===== config.mk =====
export PLATFORM = sky130hd
export DESIGN_NAME = sub_scoreboard
export DESIGN_NICKNAME = d
export VERILOG_FILES = /design/src/rtl/arith_tb_pkg.sv /design/src/rtl/sub_sb_cmp.sv /design/src/rtl/sub_scoreboard.sv
export SDC_FILE = /design/constraint.sdc
export NUM_CORES = 1
export LEC_CHECK = 0
export BUFFER_PORTS_ARGS = -buffer_cell sky130_fd_sc_hd__clkbuf_2
export CAP_MARGIN = 20
export CELL_PAD_IN_SITES_DETAIL_PLACEMENT = 2
export CELL_PAD_IN_SITES_GLOBAL_PLACEMENT = 2
export CORE_MARGIN = 2
export CORE_UTILIZATION = 24
export DETAILED_ROUTE_END_ITERATION = 10
export PLACE_DENSITY_LB_ADDON = 0.1
export SYNTH_ARGS = -nofsm -noshare
export SYNTH_HDL_FRONTEND = slang
export SYNTH_SLANG_ARGS = --single-unit
export TNS_END_PERCENT = 100

===== constraint.sdc =====
create_clock -name clk -period 18.2 [get_ports clk]
set_input_delay 3.64 -clock clk [delete_from_list [all_inputs] [get_ports clk]]
set_output_delay 3.64 -clock clk [all_outputs]
set_load 0.02 [all_outputs]

===== src/rtl/arith_tb_pkg.sv =====
// Shared definitions for the arithmetic testbench chain: scoreboard FSM states and drain depth.
package arith_tb_pkg;

  typedef enum logic [1:0] {
    IDLE  = 2'd0,
    RUN   = 2'd1,
    DRAIN = 2'd2,
    DONE  = 2'd3
  } state_t;

  // Cycles spent in DRAIN so the last accepted sample clears both pipeline stages.
  localparam int DRAIN_CYC = 2;

endpackage


===== src/rtl/sub_sb_cmp.sv =====
// First scoreboard stage: registers an accepted pair with its sample index and flags a mismatch.
module sub_sb_cmp #(
  parameter int WIDTH = 32,
  parameter int CNT_W = 16
) (
  input  logic             clk,
  input  logic             reset,
  input  logic             in_vld,
  input  logic [CNT_W-1:0] in_idx,
  input  logic [WIDTH-1:0] in_mon,
  input  logic [WIDTH-1:0] in_dtm,
  output logic             s1_vld,
  output logic [CNT_W-1:0] s1_idx,
  output logic [WIDTH-1:0] s1_mon,
  output logic [WIDTH-1:0] s1_dtm,
  output logic             s1_mis
);

  always_ff @(posedge clk or posedge reset) begin
    if (reset) begin
      s1_vld <= 1'b0;
      s1_idx <= '0;
      s1_mon <= '0;
      s1_dtm <= '0;
      s1_mis <= 1'b0;
    end else begin
      s1_vld <= in_vld;
      // mis is qualified by valid so stale payload never counts as an error
      s1_mis <= in_vld && (in_mon != in_dtm);
      if (in_vld) begin
        s1_idx <= in_idx;
        s1_mon <= in_mon;
        s1_dtm <= in_dtm;
      end
    end
  end

endmodule


===== src/rtl/sub_scoreboard.sv =====
// End-of-chain checker: compares model vs DUT results over a fixed-length run and issues a verdict.
module sub_scoreboard
  import arith_tb_pkg::*;
#(
  parameter int WIDTH     = 32,
  parameter int N_SAMPLES = 1024,
  parameter int MAX_ERR   = 0,
  parameter int CNT_W     = 16
) (
  input  logic             clk,
  input  logic             reset,
  input  logic             i_start,
  input  logic             i_valid,
  input  logic [WIDTH-1:0] i_mon_o,
  input  logic [WIDTH-1:0] i_dtm_o,
  output logic             o_busy,
  output logic             o_done,
  output logic             o_pass,
  output logic [CNT_W-1:0] o_smp_cnt,
  output logic [CNT_W-1:0] o_err_cnt,
  output logic             o_first_vld,
  output logic [CNT_W-1:0] o_first_idx,
  output logic [WIDTH-1:0] o_first_exp,
  output logic [WIDTH-1:0] o_first_act
);

  localparam logic [CNT_W-1:0] ACC_LAST   = CNT_W'(N_SAMPLES - 1);
  localparam logic [CNT_W-1:0] ERR_LIM    = CNT_W'(MAX_ERR);
  localparam logic [1:0]       DRAIN_LAST = 2'(DRAIN_CYC - 1);

  state_t           state, state_nxt;
  logic [CNT_W-1:0] acc_cnt;
  logic [1:0]       drain_cnt;
  logic             start_run, accept, to_done;

  logic             s1_vld, s1_mis;
  logic [CNT_W-1:0] s1_idx;
  logic [WIDTH-1:0] s1_mon, s1_dtm;

  always_ff @(posedge clk or posedge reset) begin
    if (reset) state <= IDLE;
    else       state <= state_nxt;
  end

  always_comb begin
    state_nxt = state;
    start_run = 1'b0;
    accept    = 1'b0;
    to_done   = 1'b0;
    case (state)
      IDLE, DONE: begin
        if (i_start) begin
          start_run = 1'b1;
          state_nxt = RUN;
        end
      end
      RUN: begin
        // RUN is left on the final accept, so acc_cnt < N_SAMPLES holds throughout
        if (i_valid) begin
          accept = 1'b1;
          if (acc_cnt == ACC_LAST) state_nxt = DRAIN;
        end
      end
      DRAIN: begin
        if (drain_cnt == DRAIN_LAST) begin
          to_done   = 1'b1;
          state_nxt = DONE;
        end
      end
      default: state_nxt = IDLE;
    endcase
  end

  always_ff @(posedge clk or posedge reset) begin
    if (reset) begin
      acc_cnt   <= '0;
      drain_cnt <= '0;
    end else begin
      if (start_run)   acc_cnt <= '0;
      else if (accept) acc_cnt <= acc_cnt + 1'b1;
      if (state == DRAIN) drain_cnt <= drain_cnt + 1'b1;
      else                drain_cnt <= '0;
    end
  end

  sub_sb_cmp #(
    .WIDTH (WIDTH),
    .CNT_W (CNT_W)
  ) u_cmp (
    .clk    (clk),
    .reset  (reset),
    .in_vld (accept),
    .in_idx (acc_cnt),
    .in_mon (i_mon_o),
    .in_dtm (i_dtm_o),
    .s1_vld (s1_vld),
    .s1_idx (s1_idx),
    .s1_mon (s1_mon),
    .s1_dtm (s1_dtm),
    .s1_mis (s1_mis)
  );

  // Second stage: counters, first-mismatch capture and the verdict
  always_ff @(posedge clk or posedge reset) begin
    if (reset) begin
      o_smp_cnt   <= '0;
      o_err_cnt   <= '0;
      o_first_vld <= 1'b0;
      o_first_idx <= '0;
      o_first_exp <= '0;
      o_first_act <= '0;
      o_pass      <= 1'b0;
    end else if (start_run) begin
      o_smp_cnt   <= '0;
      o_err_cnt   <= '0;
      o_first_vld <= 1'b0;
      o_first_idx <= '0;
      o_first_exp <= '0;
      o_first_act <= '0;
      o_pass      <= 1'b0;
    end else begin
      if (s1_vld) begin
        o_smp_cnt <= o_smp_cnt + 1'b1;
        o_err_cnt <= o_err_cnt + CNT_W'(s1_mis);
        if (s1_mis && !o_first_vld) begin
          o_first_vld <= 1'b1;
          o_first_idx <= s1_idx;
          o_first_exp <= s1_mon;
          o_first_act <= s1_dtm;
        end
      end
      // err_cnt is final here: the last sample left S2 during the first DRAIN cycle
      if (to_done) o_pass <= (o_err_cnt <= ERR_LIM);
    end
  end

  assign o_busy = (state == RUN) || (state == DRAIN);
  assign o_done = (state == DONE);

endmodule


Word-level counts from Yosys, hierarchy flattened
Cells that the tools add are included.
Widths: inputs -> output; s select.
{"block": "totals", "reg_bits": 216, "output_inout_bits": 116, "inputBits": 68}
{"block": "classes", "n_reduce_logical": 12, "mux": 32, "n_addsub": 4, "magnitude_cmp": 1, "eq_ne": 10}
{"operator": "$mux 32", "n": 6}
{"operator": "$mux 16", "n": 9}
{"operator": "$add 16x1->16 const B", "n": 2}
{"operator": "$ne 32x32->1", "n": 1}
{"operator": "$add 16x1->16", "n": 1}
{"operator": "$eq 16x10->1 const B", "n": 1}
{"operator": "$le 16x1->1 const B", "n": 1}
{"operator": "$mux 1", "n": 11}
{"operator": "$mux 2", "n": 5}
{"operator": "$ne 2x2->1 const B", "n": 4}
{"operator": "$reduce_bool 2->1", "n": 4}
{"operator": "$pmux 2 s3", "n": 1}
{"operator": "$eq 2x1->1 const B", "n": 2}
{"operator": "$eq 2x2->1 const B", "n": 2}
{"operator": "$reduce_and 4->1", "n": 1}
{"operator": "$add 2x1->2 const B", "n": 1}
{"operator": "$logic_and 1x1->1", "n": 2}
{"operator": "$logic_not 2->1", "n": 1}
{"operator": "$reduce_and 2->1", "n": 1}
{"operator": "$reduce_or 2->1", "n": 1}
{"operator": "$logic_not 1->1", "n": 1}
{"operator": "$logic_or 1x1->1", "n": 1}

Logic depth before layout (Yosys ltp)
{"block": "logic_depth", "depth_word": 5, "mapped_depth": 9, "ltp_nobuf": 7}

Modules after synthesis
A second synthesis with hierarchy kept.
{"block": "hier_totals", "hier_cells": 852, "area_unflattened_um2": 9321.4}
{"mod": "sub_scoreboard", "seq_area_each_um2": 3353.2, "area_each_um2": 5913.2, "cells_each": 637, "instances": 1}
{"mod": "sub_sb_cmp", "seq_area_each_um2": 2052.0, "area_each_um2": 3408.3, "cells_each": 215, "instances": 1}

Worst setup path after synthesis
OpenSTA, ideal clock, no wires.
{"block": "synth_timing", "kind": "input to register", "start": "input port i_valid", "end": "register acc_cnt[14]", "setup_time_ps": 78, "stages": 5, "path_buffers": 1, "arrival_time_ps": 4601, "path_slack_ps": 13521, "required_ps": 18122, "cell_sequence": "and4_1 > buf_2 > nand4_4 > or4_1 > a21oi_1"}
{"block": "synth_between", "elab_chain_cells": 3}
{"element": "start: declaration", "line_no": "sub_scoreboard.sv:13", "text": "input logic i_valid,"}
{"element": "$mux 1", "line_no": "sub_scoreboard.sv:59", "text": "if (i_valid) begin"}
{"element": "$mux 1", "line_no": "sub_scoreboard.sv:50", "text": "case (state)"}
{"element": "$reduce_bool 2->1 (no line)"}
{"element": "end signal: assignment", "line_no": "sub_scoreboard.sv:80", "text": "else if (accept) acc_cnt <= acc_cnt + 1'b1;"}
{"element": "end: declaration", "line_no": "sub_scoreboard.sv:32", "text": "logic [CNT_W-1:0] acc_cnt;"}
Every way passes these cells.
A chain may end at the register's enable or synchronous reset.

==> flow_metrics.tcl <==
set metrics [dict create \
    ir_drop_mv 0.0682 \
    grt_pass1_wl_mm 47.1 \
    clockBufferDepth 3 \
    drt.antenna.violating_nets 0 \
    die_x_um 201 \
    drt_iter0_markers 174 \
    synth.distinct_cells 40 \
    area_delta_synth_final_pct 25.8 \
    ys_warn_count 0 \
    overflow 0 \
    rows 72 \
    synth_top_family_by_area "simple AND/OR/NAND/NOR gates" \
    slew_headroom 0.319 \
    clock.fmax_ghz 0.184 \
    period_minus_slack_ns 5.42 \
    critPathBufInv 4 \
    initial_core_util 0.242 \
    critPathMaxStageDelay_ns 0.76 \
    cts_tree "done" \
    synth-simple-area-share 0.154 \
    grt_pass1_vias 7504 \
    cts.sink_count 216 \
    cts_made_buffers 28 \
    critPathSlowestCell "buf_4" \
    start_kind "input pin" \
    drc 0 \
    yosysTopAreaCell "dfrtp_1" \
    place_congestion 0.692 \
    syn-cell-area_sq_um 9290 \
    synth_compound_area_frac 0.0683 \
    portBuffers 183 \
    htree_num_levels 1 \
    num-fill-cells 4301 \
    core-area_sq_um 38400 \
    worstMarginPinSlew_ns 1.02 \
    synthXorXnorAreaFrac 0.0585 \
    power_mw 1.69 \
    cpMostUsedCell "buf_4" \
    cts_setup_buffers 0 \
    hold_viol_final 0 \
    path_cells "clkbuf_2 -> inv_8 -> buf_4 -> buf_4" \
    synth_cells 849 \
    synth_fa_ha_area_frac 0.0121 \
    crit_fanout 100 \
    powerDensity_nw_per_um2 145 \
    die_y_um 201 \
    slew_viol_final 0 \
    viasPerCell 4.48 \
    ios 184 \
    dieArea_sq_um 40300 \
    post_drt_wl_per_cell_um 19.1 \
    hold_buffers 0 \
    rsz0062_at_grt "false" \
    netlist_top_cells_area "dfrtp_1 (58%), mux2_2 (9.6%), nand2_1 (7.7%)" \
    clkLatencyLatePin_ns 0.55 \
    ys_ff_latch 216 \
    outcome "complete, no violations" \
    drive_gt1_frac 0.316 \
    syn_nets 926 \
    crit_required_ns 18.77 \
    clockRootBuffer "clkbuf_16" \
    vias 7002 \
    p_leak_nw 5.38 \
    track_usage 0.149 \
    dp_hpwl_mm 20.0 \
    cts_resized 0 \
    final-setup-viol-count 0 \
    tns_ns 0 \
    avgSynthCellArea_sq_um 10.9 \
    synthMuxAreaShare 0.100 \
    cap_violations 0 \
    hold_path.class "flip-flop to flip-flop" \
    antenna_found_initial 2 \
    clk_pin_slew_ns 0.06 \
    criticalPathCategory "input pin to asynchronous set/reset pin" \
    cp-end-kind "asynchronous set/reset pin" \
    grt_max_degree 101 \
    wl_mm 29.9 \
    fin_nets 1101 \
    drt-pass1-iter-count 4 \
    synth_top_cell_area_share 0.582 \
    crit_family "buffers and inverters" \
    period_share 0.298 \
    arrival_ns 6.00 \
    fin_skew_ns 0.0136 \
    reg2reg_slack_ns 15.17 \
    yosysSeqAreaShare 0.582 \
]
-- registers in the layout (all words and copies together), names as in the netlist --
name          cells
o_first_idx      16
o_smp_cnt        16
u_cmp.s1_dtm     32
drain_cnt         2
u_cmp.s1_vld      1
o_first_vld       1
u_cmp.s1_mon     32
o_first_act      32
u_cmp.s1_mis      1
acc_cnt          16
state             2
o_pass            1
u_cmp.s1_idx     16
o_first_exp      32
o_err_cnt        16
-- worst paths after layout --
check | startpoint | to | cells past startpoint
min in group asynchronous | reset | u_cmp.s1_mon[9] | 2
setup reg to reg | state[1] | u_cmp.s1_mon[26] | 6
setup / recovery | reset | u_cmp.s1_mis | 4
hold reg to reg | drain_cnt[0] | drain_cnt[0] | 1
hold / removal | drain_cnt[0] | drain_cnt[0] | 1
max in group clk | state[0] | o_busy | 4
-- synth_stat cells, drive strengths merged --
| library cell | n |
|---|---|
| and4 | 3 |
| mux2 | 79 |
| and3 | 7 |
| o31ai | 5 |
| or2 | 1 |
| a21oi | 94 |
| nand3 | 9 |
| a21o | 1 |
| nand2 | 190 |
| buf | 13 |
| nand4 | 23 |
| or3 | 4 |
| ha | 9 |
| xor2 | 17 |
| o21ai | 6 |
| a31o | 2 |
| or4 | 5 |
| a41o | 4 |
| and2 | 4 |
| clkbuf | 31 |
| nor3 | 5 |
| nor2 | 44 |
| nor4 | 11 |
| clkinv | 1 |
| dfrtp | 216 |
| o22ai | 1 |
| a31oi | 4 |
| mux2i | 4 |
| inv | 10 |
| nor4bb | 1 |
| xnor2 | 45 |
-- per-stage QoR --
step	setup slack, ns	utilization	cells	area [sq um]	hold slack [ns]
5_1_grt	12.42	0.304	1562	11700	0.469
3_3_place_gp	12.08	0.280	1512	10700	0.421
2_1_floorplan	8.65	-	849	9290	0.403
3_5_place_dp	12.07	0.280	1512	10700	0.428
6_report	12.78	0.304	1563	11700	0.431
4_1_cts	12.66	0.304	1562	11700	0.436
-- kinds of logic after synthesis --
group | after synthesis
xor+xnor | 62
compound gates | 117
flops | 216
mux | 83
fa+ha+maj | 9
buf+inv | 55
simple gates | 307
-- power breakdown --
group | switching, mW | internal [mW] | total [mW]
combinational | 0.272 | 0.167 | 0.439
sequential | 0.0808 | 0.608 | 0.689
clock | 0.218 | 0.347 | 0.565
-- layout make-up --
cell class / count / area [sq um] / area share
diodes: 1 / 2.50 / 0.000214
clock buffers: 44 / 892 / 0.0764
clock inverters: 6 / 57.6 / 0.00493
inverters: 11 / 51.3 / 0.00439
multi-input cells: 578 / 3660 / 0.314
flip-flops and latches: 216 / 5410 / 0.463
well taps: 518 / 648 / 0.0555
repair buffers: 189 / 961 / 0.0823
-- cells in the final DEF, fill, tap and decap left out, drive strengths merged, types with 2 or more instances in the layout --
cell type	netlist	layout
nor2	44	44
a41o	4	4
clkinv	1	5
xnor2	45	45
a21oi	94	94
nand2	190	190
ha	9	9
nand3	9	9
or3	4	4
mux2i	4	4
and3	7	7
xor2	17	17
o31ai	5	5
and2	4	4
mux2	79	79
a31o	2	2
clkbuf	31	227
nor4	11	11
nor3	5	5
inv	10	10
nand4	23	23
a31oi	4	4
o21ai	6	6
and4	3	3
or4	5	5
buf	13	6
dfrtp	216	216
-- metal layers --
| metal | global-route usage | share of wire | up-vias |
|---|---|---|---|
| met4 | 0.0304 | 0.018 | 2 |
| met2 | 0.241 | 0.47 | 131 |
| met3 | 0.0365 | 0.052 | 36 |
| li1 | - | - | 3235 |
| met5 | 0 | 0.00044 | - |
| met1 | 0.204 | 0.46 | 3598 |
Power figures use the tool's default switching activity.
